### config.mk
export PLATFORM = sky130hd
export DESIGN_NAME = reg_writeback_buffer
export DESIGN_NICKNAME = d
export VERILOG_FILES = /design/src/rtl/reg_writeback_buffer_pkg.sv /design/src/rtl/reg_writeback_buffer_fwd_match.sv /design/src/rtl/reg_writeback_buffer.sv
export SDC_FILE = /design/constraint.sdc
export NUM_CORES = 1
export LEC_CHECK = 0
export BUFFER_PORTS_ARGS = -buffer_cell sky130_fd_sc_hd__buf_4
export CORE_MARGIN = 10
export CORE_UTILIZATION = 54
export DETAILED_ROUTE_END_ITERATION = 8
export GPL_ROUTABILITY_DRIVEN = 0
export PLACE_DENSITY = 0.74
export SLEW_MARGIN = 20
export SYNTH_ARGS = -nofsm -noshare
export SYNTH_HDL_FRONTEND = slang
export SYNTH_HIERARCHICAL = 1
export SYNTH_SLANG_ARGS = --single-unit
export TNS_END_PERCENT = 10
### constraint.sdc
create_clock -name iClk -period 5.95 [get_ports iClk]
set_input_delay 0.595 -clock iClk [delete_from_list [all_inputs] [get_ports iClk]]
set_output_delay 0.595 -clock iClk [all_outputs]
set_load 0.01 [all_outputs]
### src/rtl/reg_writeback_buffer_pkg.sv
// reg_writeback_buffer_pkg: shared widths, zero-register address and writeback entry record
package reg_writeback_buffer_pkg;
  localparam int DEF_DATA_WIDTH = 32;
  localparam int DEF_ADDR_WIDTH = 5;
  localparam logic [DEF_ADDR_WIDTH-1:0] REG_ZERO = '0;
  typedef struct packed {
    logic                      valid;
    logic [DEF_ADDR_WIDTH-1:0] addr;
    logic [DEF_DATA_WIDTH-1:0] data;
  } wb_entry_t;
endpackage

### src/rtl/reg_writeback_buffer_fwd_match.sv
// wb_fwd_match: youngest-first lookup over an oldest-first entry array
module wb_fwd_match
  import reg_writeback_buffer_pkg::*;
#(
  parameter int N = 5
) (
  input  wb_entry_t                 i_entries [N],
  input  logic [DEF_ADDR_WIDTH-1:0] i_addr,
  output logic                      o_hit,
  output logic [DEF_DATA_WIDTH-1:0] o_data
);
  always_comb begin
    o_hit  = 1'b0;
    o_data = '0;
    for (int i = 0; i < N; i++)
      if (i_entries[i].valid && i_entries[i].addr == i_addr && i_addr != REG_ZERO) begin
        o_hit  = 1'b1;
        o_data = i_entries[i].data;
      end
  end
endmodule

### src/rtl/reg_writeback_buffer.sv
// reg_writeback_buffer: merges mem/ALU writebacks into an in-order FIFO draining to one
// register-file write port, with forwarding of not-yet-committed writes
module reg_writeback_buffer
  import reg_writeback_buffer_pkg::*;
#(
  parameter int DATA_WIDTH = DEF_DATA_WIDTH,
  parameter int ADDR_WIDTH = DEF_ADDR_WIDTH,
  parameter int DEPTH      = 4
) (
  input  logic                    iClk,
  input  logic                    iRst_n,
  input  logic                    iMemValid,
  input  logic [ADDR_WIDTH-1:0]   iMemAddr,
  input  logic [DATA_WIDTH-1:0]   iMemData,
  output logic                    oMemReady,
  input  logic                    iAluValid,
  input  logic [ADDR_WIDTH-1:0]   iAluAddr,
  input  logic [DATA_WIDTH-1:0]   iAluData,
  output logic                    oAluReady,
  input  logic                    iDrainEn,
  output logic [ADDR_WIDTH-1:0]   oAddrWrite,
  output logic [DATA_WIDTH-1:0]   oDataWrite,
  output logic                    oEnWrite,
  input  logic [ADDR_WIDTH-1:0]   iAddrRead0,
  input  logic [ADDR_WIDTH-1:0]   iAddrRead1,
  output logic                    oFwdHit0,
  output logic [DATA_WIDTH-1:0]   oFwdData0,
  output logic                    oFwdHit1,
  output logic [DATA_WIDTH-1:0]   oFwdData1,
  output logic [$clog2(DEPTH):0]  oCount
);
  localparam int PW = $clog2(DEPTH);
  localparam int CW = PW + 1;
  localparam logic [CW-1:0] FULL  = CW'(DEPTH);
  localparam logic [CW-1:0] AFULL = CW'(DEPTH - 1);
  wb_entry_t       r_fifo [DEPTH];
  logic [PW-1:0]   r_head, r_tail;
  logic [CW-1:0]   r_count;
  logic            r_en;
  logic [ADDR_WIDTH-1:0] r_addr;
  logic [DATA_WIDTH-1:0] r_data;
  logic            w_mem_nz, w_mem_push, w_alu_push, w_pop;
  logic [PW-1:0]   w_alu_slot;
  wb_entry_t       w_order [DEPTH+1];
  assign w_mem_nz   = iMemValid && iMemAddr != REG_ZERO;
  assign oMemReady  = r_count < FULL;
  assign oAluReady  = w_mem_nz ? r_count < AFULL : r_count < FULL;
  assign w_mem_push = w_mem_nz && oMemReady;
  assign w_alu_push = iAluValid && oAluReady && iAluAddr != REG_ZERO;
  assign w_pop      = r_count != '0 && iDrainEn;
  assign w_alu_slot = r_tail + PW'(w_mem_push);
  always_ff @(posedge iClk) begin
    if (!iRst_n) begin
      r_head  <= '0;
      r_tail  <= '0;
      r_count <= '0;
      r_en    <= 1'b0;
      r_addr  <= '0;
      r_data  <= '0;
      for (int i = 0; i < DEPTH; i++) r_fifo[i].valid <= 1'b0;
    end else begin
      if (w_mem_push) r_fifo[r_tail] <= {1'b1, iMemAddr, iMemData};
      if (w_alu_push) r_fifo[w_alu_slot] <= {1'b1, iAluAddr, iAluData};
      if (w_pop) begin
        r_fifo[r_head].valid <= 1'b0;
        r_addr <= r_fifo[r_head].addr;
        r_data <= r_fifo[r_head].data;
      end
      r_en    <= w_pop;
      r_head  <= r_head + PW'(w_pop);
      r_tail  <= r_tail + PW'(w_mem_push) + PW'(w_alu_push);
      r_count <= r_count + CW'(w_mem_push) + CW'(w_alu_push) - CW'(w_pop);
    end
  end
  // oldest first: the output register, then FIFO entries from head
  always_comb begin
    w_order[0] = {r_en, r_addr, r_data};
    for (int k = 0; k < DEPTH; k++) w_order[k+1] = r_fifo[r_head + PW'(k)];
  end
  wb_fwd_match #(.N(DEPTH + 1)) u_fwd0 (
    .i_entries (w_order),
    .i_addr    (iAddrRead0),
    .o_hit     (oFwdHit0),
    .o_data    (oFwdData0)
  );
  wb_fwd_match #(.N(DEPTH + 1)) u_fwd1 (
    .i_entries (w_order),
    .i_addr    (iAddrRead1),
    .o_hit     (oFwdHit1),
    .o_data    (oFwdData1)
  );
  assign oEnWrite   = r_en;
  assign oAddrWrite = r_addr;
  assign oDataWrite = r_data;
  assign oCount     = r_count;
endmodule

==> results.yml, run 1 <==
sta:
  worst_pin_slew_ns: 1.15
  rsz0062_at_grt: "false"
  fmax_mhz: 198
  slew_headroom_pct: 23.1
  fin_skew_ns: 0.0155
  min_period_ns: 5.05
  setup_tns_ns: 0
  report.final.hold_viol_count: 0
  slew_violations: 0
  fin_crit_sh_pct: 84.8
  setup_viol: 0
finish:
  nets: 1491
  syn2layout_area_growth_pct: 11.9
  instances_no_fill: 1789
  drive_gt1_share_pct: 42.0
setup_path:
  critPathBufInv: 3
  path_max_fanout: 36
  cp_slowest_cell: "or4_2"
  arrival_ns: 4.45
  critical_path.max_stage_delay_ns: 0.99
  r2r.worst_path.cells: 8
  critical_path.startpoint_type: "flip-flop"
  crit_family: "simple AND/OR/NAND/NOR gates"
  required_ns: 5.36
  worstReg2RegStart: "oCount[2]$_SDFF_PN0_"
  r2r_end: "r_fifo[3][29]$_DFFE_PP_"
  crit_path_end_kind: "output port"
  cp_cell_sequence: "inv_1 > ha_4 > mux4_2 > xnor2_1 > nand2_1 > or4_2 > buf_4 > nor2_1 > a311oi_1 > a221o_1 > buf_4"
  rrSetupSlack_ns: 2.51
  path_class: "flip-flop to output port"
  cpMostUsedCell: "buf_4"
detailed_routing:
  drc: 0
  via_per_inst: 7.01
  drt_wl_total_um: 47300
  vias: 12500
  routedWlPerCell_um: 26.4
  antenna_left: 0
  dr.pass1.iters: 6
  drt_iter0_drc: 1599
worst_hold_path:
  hold_start: "iAluData[24]"
  min_to: "r_fifo[3][24]$_DFFE_PP_"
  hold_class: "input pin to flip-flop"
  holdPathStages: 2
synth:
  synth_cells: 1320
  yosys.cell_types.count: 52
  yosysSeqAreaShare_pct: 34.4
  netlist_area_um2: 15800
  async_flop_share_pct: 0
  synth_edf_count: 148
  synth_seq_cells: 197
  ys.flop_type: "edfxtp_1"
  synth_nets: 1420
  avgSynthCellArea_um2: 11.9
  ys_warn_count: 6
place:
  dp.cells: 1756
  hpwl_um: 31000
  port_buffers: 197
global_route:
  grt_pass1_wl_um: 73100
  antenna_found_initial: 1
  grt_pass1_vias: 12600
  gr-total-overflow: 0
  grt_max_degree: 136
  grtUsageTotal_pct: 25.7
clock_network:
  htree_levels: 4
  numCtsBuffers: 17
  cts_sinks: 197
  clk_pin_slew_ns: 0.08
  cts-hold-fix-buffers: 0
  cts_tree: "done"
  cts_resized: 0
  postCtsSetupBuffers: 0
  root_buffer: "clkbuf_16"
  insertion_delay_ns: 0.45
  clockBufferDepth: 2
die:
  start_util_pct: 54.7
  die-area_um2: 36400
  pin_count: 198
  die_h_um: 191
  die_w_um: 191
  fp-row-count: 62
  fp.coreArea_um2: 28800
power:
  power_density_nw_per_um2: 369
  finalPower_mw: 6.50
  ir_worst_vdd_uv: 250
  p_leak_nw: 6.14
flow_run:
  max_cap_viol_count: 0
run_status:
  status: "completed"
## worst max-delay path by stage
stage	start	endpoint	slack (ns)	cells after the start
after floorplan	r_head[0]$_SDFF_PN0_	oFwdData0[20]	0.54	19
after global placement	r_head[0]$_SDFF_PN0_	oFwdData1[8]	1.58	11
after detailed placement	r_head[0]$_SDFF_PN0_	oFwdData1[10]	1.44	11
after CTS	r_head[0]$_SDFF_PN0_	oFwdData1[10]	0.95	11
after global routing	r_head[0]$_SDFF_PN0_	oFwdData0[15]	0.75	11
final	r_head[0]$_SDFF_PN0_	oFwdData1[10]	0.90	11
## worst register-to-register path, cell delays in order, from the launching register on
cell and delay, ns:
dfxtp_1 0.43, inv_1 0.17, nand3_1 0.16, inv_1 0.06, ha_1 0.21, xnor2_1 0.19, or4_4 0.87, nand2_2 0.46
buf_4 0.52
## final cells by class
cell class	instances	area (um2)
fill	2264	11200
multi-input combinational	940	9390
inverter	14	52.6
timing repair buffer	221	1680
tap	384	480
sequential	197	5430
antenna	1	2.50
clock buffer	18	429
clock inverter	14	161
## flip-flops by register name (all words and copies together), names as in the netlist
| name | flops |
|---|---|
| r_tail | 2 |
| oCount | 3 |
| oEnWrite | 1 |
| r_fifo | 152 |
| oAddrWrite | 5 |
| oDataWrite | 32 |
| r_head | 2 |
## per-layer routing
metal	track usage (%)	vias up	wire length, um
met3	4.66	191	4950
li1	-	5314	-
met1	31.5	6144	16900
met4	13.0	0	2310
met5	0	-	0
met2	42.8	894	23100
## synthesized netlist by cell type (all sizes together) (3+ instances only)
cell type | n | share of area, %
a211oi | 4 | 0.35
a21boi | 37 | 1.8
a221o | 60 | 3.8
a2bb2oi | 5 | 0.28
a311oi | 60 | 3.3
a32o | 3 | 0.19
and2 | 43 | 1.7
and3 | 3 | 0.12
buf | 115 | 5.0
clkbuf | 54 | 1.5
dfxtp | 49 | 6.2
edfxtp | 148 | 28
ha | 9 | 0.71
inv | 14 | 0.33
mux2 | 148 | 11
mux4 | 152 | 22
nand2 | 166 | 4.0
nand3 | 68 | 2.2
nand4 | 5 | 0.20
nor2 | 74 | 1.9
nor3 | 4 | 0.13
nor4 | 8 | 0.41
o21ai | 4 | 0.13
o31ai | 3 | 0.14
or4 | 12 | 0.64
xnor2 | 50 | 2.8
xor2 | 3 | 0.17
## through the flow
step	worst slack, ns	area [um2]	utilization (%)	hold slack [ns]
6_report	0.903	17600	61.2	0.473
2_1_floorplan	0.544	15800	-	0.461
3_5_place_dp	1.44	17000	59.2	0.498
5_1_grt	0.749	17600	61.2	0.465
3_3_place_gp	1.58	17000	59.2	0.483
4_1_cts	0.953	17600	61.2	0.466
## cell families (layout without fill, tap and decap cells)
family          after synthesis  after routing  synth area share, %
fa+ha+maj                    11             11                0.969
simple gates                388            388                 11.5
buf+inv                     183            267                 6.92
other cells                   0              1                    0
flops                       197            197                 34.4
compound gates              188            188                 10.7
mux                         300            300                 32.5
xor+xnor                     53             53                 2.95
## layout by cell type, fill, tap and decap left out, drive strengths merged, types with 49 or more instances in the layout
cell type / synthesis / layout
a311oi: 60 / 60
nand3: 68 / 68
buf: 115 / 221
a221o: 60 / 60
mux4: 152 / 152
mux2: 148 / 148
nor2: 74 / 74
edfxtp: 148 / 148
dfxtp: 49 / 49
nand2: 166 / 166
xnor2: 50 / 50
## report_power, final
part,internal [mW],total [mW],switching (mW)
Sequential,1.83,2.12,0.296
Clock,0.600,1.19,0.586
Combinational,1.58,3.19,1.62
(Power assumes the default switching activity.)
==> run 2: changes to the inputs <==
Settings changed: ABC_AREA set to 1, PLACE_DENSITY 0.74 to 0.73.
Clock period 5.95 ns to 5.15 ns, I/O delays scaled along.
==> results.yml, run 2 <==
run_status:
  status: "completed"
setup_path:
  crit_path_end_kind: "output port"
  arrival_ns: 4.08
  path_class: "flip-flop to output port"
  critical_path.startpoint_type: "flip-flop"
  path_max_fanout: 61
  required_ns: 4.64
synth:
  synth_edf_count: 148
  async_flop_share_pct: 0
  synth-simple-area-share_pct: 32.6
  synth_commonest_cells: "nand2_1 (1073), inv_1 (425), o21ai_0 (212), nor2_1 (204), nand3_1 (151)"
  synth_xor_area_share_pct: 0.862
  post-synth-top-count-cell: "nand2_1"
  ys_warn_count: 6
  avgSynthCellArea_um2: 6.33
  synth_compound_area_share_pct: 13.1
  synthMuxAreaShare_pct: 6.07
  synth_area_leaders: "edfxtp_1 (24%), nand2_1 (22%), inv_1 (8.7%), mux2i_1 (6.1%), o21ai_0 (5.8%)"
  synth_cells: 2891
  ys.flop_type: "edfxtp_1"
  synth_top_family_by_area: "simple AND/OR/NAND/NOR gates"
  synth_fa_ha_area_share_pct: 0.834
  yosysTopAreaCellShare_pct: 24.3
  synth_top_cell_by_area: "edfxtp_1"
  netlist_area_um2: 18300
  synth_nets: 2991
  yosysSeqAreaShare_pct: 29.6
  yosys.cell_types.count: 41
  synth_seq_cells: 197
place:
  place_area_um2: 19200
  port_buffers: 197
  dp.cells: 3351
  dp_slack_ns: 1.18
  hpwl_um: 44000
clock_network:
  cts_tree: "done"
  insertion_delay_ns: 0.46
  clockBufferDepth: 2
  htree_levels: 4
  postCtsSetupBuffers: 0
  root_buffer: "clkbuf_16"
  clk_pin_slew_ns: 0.08
  cts-hold-fix-buffers: 0
  cts_sinks: 197
  cts_resized: 0
  numCtsBuffers: 17
global_route:
  grt_pass1_vias: 16300
  gr-total-overflow: 0
  grt_max_degree: 130
  grt_pass1_wl_um: 93700
  grtUsageTotal_pct: 28.2
  antenna_found_initial: 0
finish:
  n_antenna_cell: 0
  instances_no_fill: 3383
  syn2layout_area_growth_pct: 8.10
  final_cell_area_um2: 19800
  drive_gt1_share_pct: 13.0
  final_common_cell: "nand2_1"
  nets: 3022
  regMostFlops: "r_fifo"
  largest_reg_flops: 152
  final_cell_mix: "nand2_1 (1073), inv_1 (424), buf_4 (221)"
sta:
  worst_pin_slew_ns: 1.10
  setup_tns_ns: 0
  timing.final.ws_setup_ns: 0.552
  fmax_mhz: 217
  slew_violations: 0
  fin_crit_sh_pct: 89.3
  setup_viol: 0
  report.final.hold_viol_count: 0
  rsz0062_at_grt: "false"
  min_period_ns: 4.60
  fin_skew_ns: 0.0119
  slew_headroom_pct: 26.5
detailed_routing:
  routedWlPerCell_um: 17.9
  antenna_left: 0
  via_per_inst: 5.46
  vias: 18500
  drt_iter0_drc: 2984
  dr.pass1.iters: 8
  drt_wl_total_um: 60600
  drc: 0
die:
  fp-row-count: 67
  die-area_um2: 41600
  start_util_pct: 54.7
  die_h_um: 204
  fp.coreArea_um2: 33400
  die_w_um: 204
  pin_count: 198
power:
  power_density_nw_per_um2: 448
  ir_worst_vdd_uv: 291
  p_leak_nw: 9.95
worst_hold_path:
  hold_class: "input pin to flip-flop"
flow_run:
  max_cap_viol_count: 0
-- run 2: cell count changes after synthesis, sizes merged, moves of 148 or more --
| cell | previous run | this run |
|---|---|---|
| inv | 14 | 444 |
| nor2 | 74 | 226 |
| nand2 | 166 | 1084 |
| o21ai | 4 | 372 |
| mux2 | 148 | 0 |
| mux4 | 152 | 0 |
-- run 2: final cells by class --
type	count	area, um2
inverter	446	1680
clock buffer	17	425
sequential	197	5430
fill	3181	13700
tap	448	561
multi-input combinational	2038	9820
timing repair buffer	222	1680
clock inverter	15	189
-- run 2: worst paths after layout --
path / endpoint / slack, ns / startpoint / depth (start not counted)
worst max-delay path: oFwdData1[26] / 0.55 / r_head[0]$_SDFF_PN0_ / 16
worst min-delay path: r_fifo[1][36]$_DFFE_PP_ / 0.39 / iAluAddr[4] / 3
worst max register to register: r_fifo[3][5]$_DFFE_PP_ / 1.97 / oCount[2]$_SDFF_PN0_ / 13
worst min register to register: r_fifo[3][37]$_SDFFE_PP0P_ / 0.54 / r_fifo[3][37]$_SDFFE_PP0P_ / 2
-- run 2: worst max-delay path: stages (launching register included) --
cell	delay (ns)
dfxtp_4	0.61
inv_1	0.16
ha_4	0.63
nor2_1	0.10
a21oi_1	0.36
nor2_1	0.09
nor2_1	0.09
nand2_1	0.06
nor2_1	0.20
nand2_2	0.49
nand2_1	0.22
inv_1	0.05
nand2_1	0.12
nand2_1	0.08
nand2_1	0.08
nand2_1	0.10
buf_4	0.16
-- run 2: stage by stage --
step / power [mW] / hold WS [ns] / utilization, %
6_report: 8.85 / 0.391 / 59.1
5_1_grt: 9.43 / 0.393 / 59.1
4_1_cts: 8.70 / 0.373 / 59.1
3_5_place_dp: 7.28 / 0.511 / 57.3
3_3_place_gp: 7.15 / 0.488 / 57.3
2_1_floorplan: 5.91 / 0.450 / -
-- run 2: cells by family (layout without fill, tap and decap cells) --
group                    Yosys count  count (layout)
AND/OR/NAND/NOR                 1476            1476
buffers and inverters            656             700
AO/OA/AOI/OAI                    422             422
flip-flops                       197             197
multiplexers                     111             111
XOR/XNOR                          18              18
adder cells (fa/ha/maj)           11              11
-- run 2: routing by layer --
metal  wire length (um)  track usage [%]
met4                998             7.04
met5                  0                0
met1              27300             43.4
met2              24300             38.6
met3               7980             5.85
-- run 2: power breakdown --
group	leakage, nW	total, mW	internal, mW	switching, mW
registers	1.81	2.45	2.13	0.321
logic	7.84	4.97	1.57	3.40
clock network	0.301	1.43	0.741	0.693
